`src/rtl/riscv_pkg.sv`:
```
// Shared encodings for the RV32I multicycle control path: FSM states,
// opcodes, ALUOp and mux-select codes, and ALUControl operations.
package riscv_pkg;

  typedef enum logic [3:0] {
    FETCH    = 4'd0,
    DECODE   = 4'd1,
    MEMADR   = 4'd2,
    MEMREAD  = 4'd3,
    MEMWB    = 4'd4,
    MEMWRITE = 4'd5,
    EXECUTER = 4'd6,
    EXECUTEI = 4'd7,
    ALUWB    = 4'd8,
    BEQ      = 4'd9,
    JAL      = 4'd10
  } statetype_t;

  localparam logic [6:0] OP_LW  = 7'b0000011;
  localparam logic [6:0] OP_SW  = 7'b0100011;
  localparam logic [6:0] OP_R   = 7'b0110011;
  localparam logic [6:0] OP_I   = 7'b0010011;
  localparam logic [6:0] OP_BEQ = 7'b1100011;
  localparam logic [6:0] OP_JAL = 7'b1101111;

  localparam logic [1:0] ALUOP_ADD   = 2'b00;
  localparam logic [1:0] ALUOP_SUB   = 2'b01;
  localparam logic [1:0] ALUOP_FUNCT = 2'b10;

  localparam logic [1:0] SRCA_PC    = 2'b00;
  localparam logic [1:0] SRCA_OLDPC = 2'b01;
  localparam logic [1:0] SRCA_A     = 2'b10;

  localparam logic [1:0] SRCB_WDATA = 2'b00;
  localparam logic [1:0] SRCB_IMM   = 2'b01;
  localparam logic [1:0] SRCB_FOUR  = 2'b10;

  localparam logic [1:0] RES_ALUOUT    = 2'b00;
  localparam logic [1:0] RES_DATA      = 2'b01;
  localparam logic [1:0] RES_ALURESULT = 2'b10;

  localparam logic [1:0] IMM_I = 2'b00;
  localparam logic [1:0] IMM_S = 2'b01;
  localparam logic [1:0] IMM_B = 2'b10;
  localparam logic [1:0] IMM_J = 2'b11;

  localparam logic [2:0] ALU_ADD = 3'b000;
  localparam logic [2:0] ALU_SUB = 3'b001;
  localparam logic [2:0] ALU_AND = 3'b010;
  localparam logic [2:0] ALU_OR  = 3'b011;
  localparam logic [2:0] ALU_SLT = 3'b101;

endpackage

```
`src/rtl/alu_decoder.sv`:
```
// Maps ALUOp plus instruction fields onto an ALU operation code.
// Shared between the single-cycle and multicycle controllers.
module alu_decoder
  import riscv_pkg::*;
(
  input  logic [1:0] alu_op,
  input  logic [2:0] funct3,
  input  logic       op_b5,
  input  logic       funct7b5,
  output logic [2:0] alu_control
);

  // Only R-type (op[5]=1) with funct7b5 set turns funct3=000 into a subtract.
  always_comb begin
    alu_control = ALU_ADD;
    case (alu_op)
      ALUOP_ADD: alu_control = ALU_ADD;
      ALUOP_SUB: alu_control = ALU_SUB;
      ALUOP_FUNCT: begin
        case (funct3)
          3'b000:  alu_control = (op_b5 && funct7b5) ? ALU_SUB : ALU_ADD;
          3'b010:  alu_control = ALU_SLT;
          3'b110:  alu_control = ALU_OR;
          3'b111:  alu_control = ALU_AND;
          default: alu_control = ALU_ADD;
        endcase
      end
      default: alu_control = ALU_ADD;
    endcase
  end

endmodule

```
`src/rtl/multicycle_controller.sv`:
```
// Moore FSM sequencing the shared memory, ALU and datapath registers of the
// multicycle RV32I core (lw, sw, R-type, I-type ALU, beq, jal).
module multicycle_controller
  import riscv_pkg::*;
(
  input  logic       clk,
  input  logic       reset,
  input  logic [6:0] op,
  input  logic [2:0] funct3,
  input  logic       funct7b5,
  input  logic       Zero,
  output logic [1:0] ImmSrc,
  output logic [1:0] ALUSrcA,
  output logic [1:0] ALUSrcB,
  output logic [1:0] ResultSrc,
  output logic       AdrSrc,
  output logic [2:0] ALUControl,
  output logic       IRWrite,
  output logic       PCWrite,
  output logic       RegWrite,
  output logic       MemWrite,
  output logic [3:0] state
);

  statetype_t state_q, state_d;
  logic [1:0] alu_op;
  logic       pc_update, branch;
  logic       ir_write_raw, reg_write_raw, mem_write_raw;

  always_ff @(posedge clk) begin
    if (reset) state_q <= FETCH;
    else       state_q <= state_d;
  end

  // Unknown opcodes fall back to FETCH straight from DECODE, skipping the instruction.
  always_comb begin
    state_d = FETCH;
    case (state_q)
      FETCH:  state_d = DECODE;
      DECODE: begin
        case (op)
          OP_LW, OP_SW: state_d = MEMADR;
          OP_R:         state_d = EXECUTER;
          OP_I:         state_d = EXECUTEI;
          OP_BEQ:       state_d = BEQ;
          OP_JAL:       state_d = JAL;
          default:      state_d = FETCH;
        endcase
      end
      MEMADR:   state_d = (op == OP_LW) ? MEMREAD : MEMWRITE;
      MEMREAD:  state_d = MEMWB;
      MEMWB:    state_d = FETCH;
      MEMWRITE: state_d = FETCH;
      EXECUTER: state_d = ALUWB;
      EXECUTEI: state_d = ALUWB;
      ALUWB:    state_d = FETCH;
      BEQ:      state_d = FETCH;
      JAL:      state_d = ALUWB;
      default:  state_d = FETCH;
    endcase
  end

  always_comb begin
    ALUSrcA       = SRCA_PC;
    ALUSrcB       = SRCB_WDATA;
    ResultSrc     = RES_ALUOUT;
    AdrSrc        = 1'b0;
    alu_op        = ALUOP_ADD;
    pc_update     = 1'b0;
    branch        = 1'b0;
    ir_write_raw  = 1'b0;
    reg_write_raw = 1'b0;
    mem_write_raw = 1'b0;
    case (state_q)
      FETCH: begin
        ir_write_raw = 1'b1;
        ALUSrcB      = SRCB_FOUR;
        ResultSrc    = RES_ALURESULT;
        pc_update    = 1'b1;
      end
      DECODE: begin
        ALUSrcA = SRCA_OLDPC;
        ALUSrcB = SRCB_IMM;
      end
      MEMADR: begin
        ALUSrcA = SRCA_A;
        ALUSrcB = SRCB_IMM;
      end
      MEMREAD: AdrSrc = 1'b1;
      MEMWB: begin
        ResultSrc     = RES_DATA;
        reg_write_raw = 1'b1;
      end
      MEMWRITE: begin
        AdrSrc        = 1'b1;
        mem_write_raw = 1'b1;
      end
      EXECUTER: begin
        ALUSrcA = SRCA_A;
        alu_op  = ALUOP_FUNCT;
      end
      EXECUTEI: begin
        ALUSrcA = SRCA_A;
        ALUSrcB = SRCB_IMM;
        alu_op  = ALUOP_FUNCT;
      end
      ALUWB: reg_write_raw = 1'b1;
      BEQ: begin
        ALUSrcA = SRCA_A;
        alu_op  = ALUOP_SUB;
        branch  = 1'b1;
      end
      JAL: begin
        ALUSrcA   = SRCA_OLDPC;
        ALUSrcB   = SRCB_FOUR;
        pc_update = 1'b1;
      end
      default: ;
    endcase
  end

  always_comb begin
    ImmSrc = IMM_I;
    case (op)
      OP_SW:   ImmSrc = IMM_S;
      OP_BEQ:  ImmSrc = IMM_B;
      OP_JAL:  ImmSrc = IMM_J;
      default: ImmSrc = IMM_I;
    endcase
  end

  // Reset masks every write enable immediately, even mid-instruction.
  assign IRWrite  = ir_write_raw & ~reset;
  assign PCWrite  = (pc_update | (branch & Zero)) & ~reset;
  assign RegWrite = reg_write_raw & ~reset;
  assign MemWrite = mem_write_raw & ~reset;
  assign state    = state_q;

  alu_decoder u_alu_decoder (
    .alu_op      (alu_op),
    .funct3      (funct3),
    .op_b5       (op[5]),
    .funct7b5    (funct7b5),
    .alu_control (ALUControl)
  );

endmodule

```
`config.mk`:
```
export PLATFORM = sky130hd
export DESIGN_NAME = multicycle_controller
export DESIGN_NICKNAME = d
export VERILOG_FILES = /design/src/rtl/riscv_pkg.sv /design/src/rtl/alu_decoder.sv /design/src/rtl/multicycle_controller.sv
export SDC_FILE = /design/constraint.sdc
export NUM_CORES = 1
export LEC_CHECK = 0
export CAP_MARGIN = 40
export CORE_UTILIZATION = 35
export DETAILED_ROUTE_END_ITERATION = 12
export HOLD_SLACK_MARGIN = 0.1
export PLACE_DENSITY = 0.88
export RECOVER_POWER = 100
export SLEW_MARGIN = 0
export SYNTH_ARGS = -nofsm -noshare
export SYNTH_HDL_FRONTEND = slang
export SYNTH_SLANG_ARGS = --single-unit
```
`constraint.sdc`:
```
create_clock -name clk -period 2 [get_ports clk]
set_clock_uncertainty 0.1 [all_clocks]
set_input_delay 0.4 -clock clk [delete_from_list [all_inputs] [get_ports clk]]
set_output_delay 0.4 -clock clk [all_outputs]
set_load 0.01 [all_outputs]
```
==> summary.md, run 1 <==
| Metric | Value |
|---|---|
| Fillers | 101 |
| I/O Buffers | 33 |
| Run status | finished with violations |
| Max VDD drop | 0.0002460 V |
| RR Startpoint | state[2]$_SDFF_PP0_ |
| CTS buffer count | 3 |
| Initial core utilization | 39.01% |
| CTS root buffer | clkbuf_4 |
| Top cells by area, synth | dfxtp_1, a21oi_1, ha_1 |
| DRC | 0 |
| Commonest register cell after synthesis | dfxtp_1 |
| Fin crit period | 2087 ps |
| Worst Path Buf+Inv | 3 |
| Routability cong. | 0.8144 |
| Yosys cell types | 37 |
| Peak Freq | 479.2 MHz |
| Hold Crit Class | reg2reg |
| Met2 usage | 45.70% |
| Syn Nets | 90 |
| Seq/Total Area, Yosys | 15.02% |
| Rel. slew slack | 76.96% |
| Area delta synth->final | 101.2% |
| Slew Limit Fails | 0 |
| Fin Hold WS | 517.8 ps |
| Final WS setup | -86.85 ps |
| Htree depth | 1 |
| Final Non-Filler Cells | 147 |
| Io pins | 34 |
| Clock Latency Late Sink | 250 ps |
| Reg2Reg Setup Slack | 490 ps |
| Hold Startpoint | state[0]$_SDFF_PP0_ |
| Total congestion overflow | 0 |
| Total Power | 0.3144 mW |
| FFs w/ async S/R, synth | 0% |
| Fin. Hold Viols | 0 |
| Reg clk slew, reported paths | 40 ps |
| GR Util met1 | 32.36% |
| Initial DRC Count | 15 |
| Placeable Area | 1366 um2 |
| Max reg flops | 4 |
| CP max FO | 5 |
| Placed Cells | 143 |
| Failing checks | negative setup slack |
| Die width | 41.03 um |
| FP Rows | 13 |
| Die footprint | 1683 um2 |
| Crit path DAT | 1590 ps |
| Max-Cap Viols | 0 |
| Leak | 0.5146 nW |
| Total wire length | 2092 um |
| Initial antenna violation count | 0 |
| Worst hold endpoint | state[0]$_SDFF_PP0_ |
| Worst Path Required | 1500 ps |
| Share of cells above drive strength 1 | 40.91% |
| GRT Util Overall | 26.76% |
| DR vias | 795 |
| Met3 usage | 5.435% |
| Vias in the first global route | 705 |
| Vert. Die Dim | 41.03 um |
| #FFs+latches synth | 4 |
| R2r endpoint | state[3]$_SDFF_PP0_ |
| Cts hold-fix bufs | 0 |
| Mean cell area of the mapped netlist | 7.203 um2 |
| Worst Max-Slew Pin Slew | 343.0 ps |
| Synth top area share | 15.02% |
| Largest stage delay, worst path | 570 ps |
| Clock Sinks | 4 |
| Gate Count Post-Synth | 74 |
| RSZ-0062 raised after global routing | true |
| CTS tree | yes |
| Largest net degree at the start of global routing | 9 |
| DR vias/cell | 5.408 |
| GRT busiest layer | met2 |
| Cell Chain, Critical Path | dlygate4sd3_1, buf_4, nor3_1, clkdlybuf4s15_1 |
| DRT antenna net count | 0 |
| CP top delay family | buffers and inverters |
| Number of synthesis warnings | 0 |
| Cell Area, Synth | 533.0 um2 |
| R2r worst-path depth | 5 |
| Critical Path Slowest Stage Cell | dlygate4sd3_1 |
| Top cell type by total area after synthesis | dfxtp_1 |
| Layout Nets | 150 |
| Critical Path End Type | primary output |
| Routed wire per std cell | 14.23 um |
| Final setup violating endpoints | 6 |
| CP startpoint kind | input port |
| TritonRoute pass-1 iters | 4 |
| Dpl hpwl | 1529 um |
| Post-layout util | 78.48% |
| Hold path depth | 2 |
| CTS max path bufs | 2 |
| PwrDens | 293.2 nW/um2 |
| EDFF count, synth | 0 |
| Final clock period utilization by the worst path | 104.3% |
| Antenna Cells | 0 |
| First-pass GRT wire length | 2911 um |
| Worst setup path category | in2out |
==> timing repair <==
action                     4_1_cts  5_1_grt
setup endpoints to repair       16        8
setup buffers                    1        0
gates resized for setup         57       11
pin swaps                        3        3
==> cell families (layout without fill, tap and decap cells) <==
kind of cell | Yosys count | after routing | share of synthesized area, %
flops | 4 | 4 | 15.02
buf+inv | 10 | 68 | 8.450
xor+xnor | 3 | 3 | 4.930
simple gates | 40 | 40 | 48.12
fa+ha+maj | 2 | 2 | 4.694
compound gates | 15 | 15 | 18.78
==> worst register-to-register path, stage by stage, from the launching register on <==
cell and delay (ps):
dfxtp_2 330, buf_4 140, buf_4 140, or3b_1 340, a211o_1 290, o31ai_1 70
==> synthesized netlist by cell type (2+ instances only) <==
| library cell | number |
|---|---|
| nand3_1 | 2 |
| xnor2_1 | 2 |
| nor4_1 | 2 |
| o31ai_1 | 2 |
| nor2b_1 | 4 |
| nand2_1 | 4 |
| inv_1 | 4 |
| inv_2 | 2 |
| nor3_1 | 4 |
| dfxtp_1 | 4 |
| nand4_1 | 2 |
| buf_2 | 3 |
| a21oi_1 | 6 |
| nor3b_1 | 3 |
| nor2_1 | 5 |
| nor3_2 | 2 |
| nand2b_1 | 2 |
| ha_1 | 2 |
==> worst max-delay path by stage <==
stage | from | end | slack (ps) | cells after the start
finish | reset | MemWrite | -90 | 4
global route | state[1]$_SDFF_PP0_ | ALUControl[0] | -120 | 6
CTS | state[0]$_SDFF_PP0_ | ALUControl[0] | -40 | 8
detailed placement | op[3] | ImmSrc[0] | -520 | 5
global placement | op[3] | ImmSrc[0] | -420 | 5
floorplan | state[2]$_SDFF_PP0_ | ALUControl[0] | 190 | 5
==> cell usage in the layout (no fill, tap or decap), drive strengths merged, types with 2 or more instances in the layout <==
master	netlist	final
nor4	2	2
clkdlybuf4s50	0	5
nor2b	4	4
nor3b	3	3
dlygate4sd3	0	5
clkdlybuf4s15	0	2
dlygate4sd2	0	12
xnor2	2	2
nor2	5	5
nor3	6	6
nand3	2	2
dfxtp	4	4
clkbuf	0	7
nand2b	2	2
ha	2	2
inv	6	6
nand4	2	2
nand2	4	4
a21oi	6	6
o31ai	2	2
buf	4	31
==> metal layers <==
| metal | up-vias | wire [um] |
|---|---|---|
| li1 | 390 | - |
| met1 | 366 | 857 |
| met4 | 0 | 14 |
| met2 | 37 | 1073 |
| met5 | - | 0 |
| met3 | 2 | 146 |
==> power breakdown <==
group          total, mW  internal (mW)  switching (mW)
registers         0.0820         0.0798         0.00221
logic              0.124         0.0696          0.0547
clock network      0.108         0.0676          0.0405
==> stage by stage <==
step | area, um2 | setup WS [ps] | TNS [ps]
2_1_floorplan | 533.0 | 186.3 | 0
3_3_place_gp | 1047 | -418.6 | -2270
3_5_place_dp | 1047 | -522.4 | -2769
4_1_cts | 1081 | -39.75 | -40.98
5_1_grt | 1072 | -118.6 | -517.4
6_report | 1072 | -86.85 | -243.4
==> final cells by class <==
type                    instances  area, um2  share of cell area, %
clock buffers                   3      22.52                  2.100
flip-flops and latches          4      90.09                  8.401
well taps                      15      18.77                  1.750
inverters                       6      22.52                  2.100
multi-input cells              60      454.2                  42.36
repair buffers                 59      464.2                  43.29
(Power assumes the default switching activity.)
==> run 2: changes to the inputs <==
--- a/config.mk
+++ b/config.mk
@@ -6,10 +6,11 @@
 export NUM_CORES = 1
 export LEC_CHECK = 0
 export CAP_MARGIN = 40
-export CORE_UTILIZATION = 35
+export CORE_UTILIZATION = 30
 export DETAILED_ROUTE_END_ITERATION = 12
+export GPL_TIMING_DRIVEN = 0
 export HOLD_SLACK_MARGIN = 0.1
-export PLACE_DENSITY = 0.88
+export PLACE_DENSITY = 0.73
 export RECOVER_POWER = 100
 export SLEW_MARGIN = 0
 export SYNTH_ARGS = -nofsm -noshare
==> run 2 against run 1 <==
Compared with the run above: power fell by 10%; the flow finishes with violations (design-rule violations, negative setup slack); non-clock buffer count fell by 10; die area rose by 16%; highest routed layer unchanged; largest power group unchanged; sequential cell count did not move; fmax rose by 1.1%; first-iteration DRC count fell by 60%.
==> summary.md, run 2 (synthesized netlist as in run 1, its figures left out) <==
| Metric | Value |
|---|---|
| Worst setup path category | reg2out |
| Cts hold-fix bufs | 0 |
| DR vias | 761 |
| Worst Path Buf+Inv | 3 |
| Share of cells above drive strength 1 | 40.16% |
| Reg2Reg Setup Slack | 500 ps |
| DRT antenna net count | 0 |
| Largest stage delay, worst path | 350 ps |
| Failing checks | design-rule violations, negative setup slack |
| CTS root buffer | clkbuf_4 |
| Layout Nets | 140 |
| Placed inst area | 883.3 um2 |
| Fin crit period | 2064 ps |
| Total wire length | 1931 um |
| Most common cell after layout, fill and taps aside | dlygate4sd2_1 |
| Clock Latency Late Sink | 230 ps |
| CP max FO | 5 |
| CTS buffer count | 3 |
| First-pass GRT wire length | 3049 um |
| Initial DRC Count | 6 |
| Leak | 0.4908 nW |
| Hold path depth | 3 |
| Routed wire per std cell | 13.99 um |
| Io pins | 34 |
| TritonRoute pass-1 iters | 9 |
| CTS max path bufs | 2 |
| Vert. Die Dim | 44.15 um |
| Top cell by count, worst path | buf_6 |
| DRC | 3 |
| PwrDens | 267.3 nW/um2 |
| Crit path DAT | 1560 ps |
| Worst Max-Slew Pin Slew | 346.9 ps |
| Total congestion overflow | 0 |
| Total Power | 0.2829 mW |
| Worst Path Required | 1500 ps |
| Fin Hold WS | 498.8 ps |
| R2r endpoint | state[3]$_SDFF_PP0_ |
| GRT Util Overall | 20.55% |
| Commonest cells after routing, fill and taps aside | dlygate4sd2_1, buf_2, clkdlybuf4s50_1, buf_4, buf_6 |
| Fin. Hold Viols | 0 |
| Post-Place Setup Slack | -515.7 ps |
| Vias in the first global route | 703 |
| CP top delay family | buffers and inverters |
| Critical Path Slowest Stage Cell | dfxtp_4 |
| Hold Startpoint | state[1]$_SDFF_PP0_ |
| R2r worst-path depth | 5 |
| Routability cong. | 0.8105 |
| Final Non-Filler Cells | 138 |
| Finished Cell Area | 1059 um2 |
| Critical Path End Type | primary output |
| Placed Cells | 123 |
| Final clock period utilization by the worst path | 103.2% |
| Max VDD drop | 0.0003716 V |
| FP Rows | 14 |
| Initial antenna violation count | 0 |
| Htree depth | 1 |
| RR Startpoint | state[2]$_SDFF_PP0_ |
| RSZ-0062 raised after global routing | true |
| Antenna Cells | 0 |
| DR vias/cell | 5.514 |
| Clock Sinks | 4 |
| Area delta synth->final | 98.59% |
| Slew Limit Fails | 0 |
| Peak Freq | 484.4 MHz |
| Final WS setup | -64.42 ps |
| Max-Cap Viols | 0 |
| Dpl hpwl | 1286 um |
| Rel. slew slack | 76.70% |
| Initial core utilization | 33.81% |
| Worst hold endpoint | state[3]$_SDFF_PP0_ |
| Hold Crit Class | reg2reg |
| Die footprint | 1949 um2 |
| CTS tree | yes |
| Cell Chain, Critical Path | buf_6, nand3b_1, ha_4, buf_6, nand4_1, a21oi_2, buf_2 |
| Setup TNS | -64.42 ps |
| Die width | 44.15 um |
| Placeable Area | 1577 um2 |
| Post-layout util | 67.14% |
| Run status | finished with violations |
| Max reg flops | 4 |
| Final setup violating endpoints | 1 |
| Largest net degree at the start of global routing | 11 |
| CP startpoint kind | flop |
| I/O Buffers | 33 |
| Reg clk slew, reported paths | 40 ps |
-- run 2: cell types whose count changed in the layout (fill, tap and decap cells not counted), moves of 4 or more --
cell and change:
buf_6 +6, buf_2 +4, clkdlybuf4s50_1 +4, dlygate4sd3_1 -5
buf_4 -18
-- run 2: what timing repair did --
item	CTS	global route
resized for setup	64	20
setup buffers	4	7
pin swaps	3	4
cloned	1	0
endpoints found under the setup margin	16	7
-- run 2: layout make-up --
class                      instances  area, um2
tap                               16      20.02
buffer                             4      48.80
inverter                           6      22.52
fill                             135      518.0
sequential                         4      95.09
multi-input combinational         60      475.5
clock buffer                       3      22.52
timing repair buffer              45      374.1
-- run 2: layer usage --
metal,track usage (%),vias up,share of wire (%)
met1,26.04,352,41
met2,34.41,31,50
met5,0,-,0
met4,10.91,0,2.6
met3,1.633,5,5.7
li1,-,373,-
-- run 2: worst max-delay path by stage --
| stage | from | end | slack (ps) | cells past startpoint |
|---|---|---|---|---|
| after floorplan | state[2]$_SDFF_PP0_ | ALUControl[0] | 190 | 5 |
| after global placement | op[5] | ImmSrc[0] | -530 | 5 |
| after detailed placement | op[5] | ImmSrc[0] | -520 | 5 |
| after CTS | state[1]$_SDFF_PP0_ | ALUControl[0] | -170 | 7 |
| after global routing | state[1]$_SDFF_PP0_ | ALUControl[0] | -140 | 7 |
| final | state[2]$_SDFF_PP0_ | ALUControl[0] | -60 | 7 |
-- run 2: power breakdown --
group	switching, mW	total [mW]	internal (mW)
clock network	0.0306	0.0975	0.0669
registers	0.00211	0.0802	0.0781
logic	0.0485	0.105	0.0568
total	0.0811	0.283	0.202
-- run 2: tightest hold or removal path, delay by kind of cell (launching register included) --
kind | cells | cell delay (ps)
compound gates | 1 | 70
flops | 1 | 370
simple gates | 2 | 110
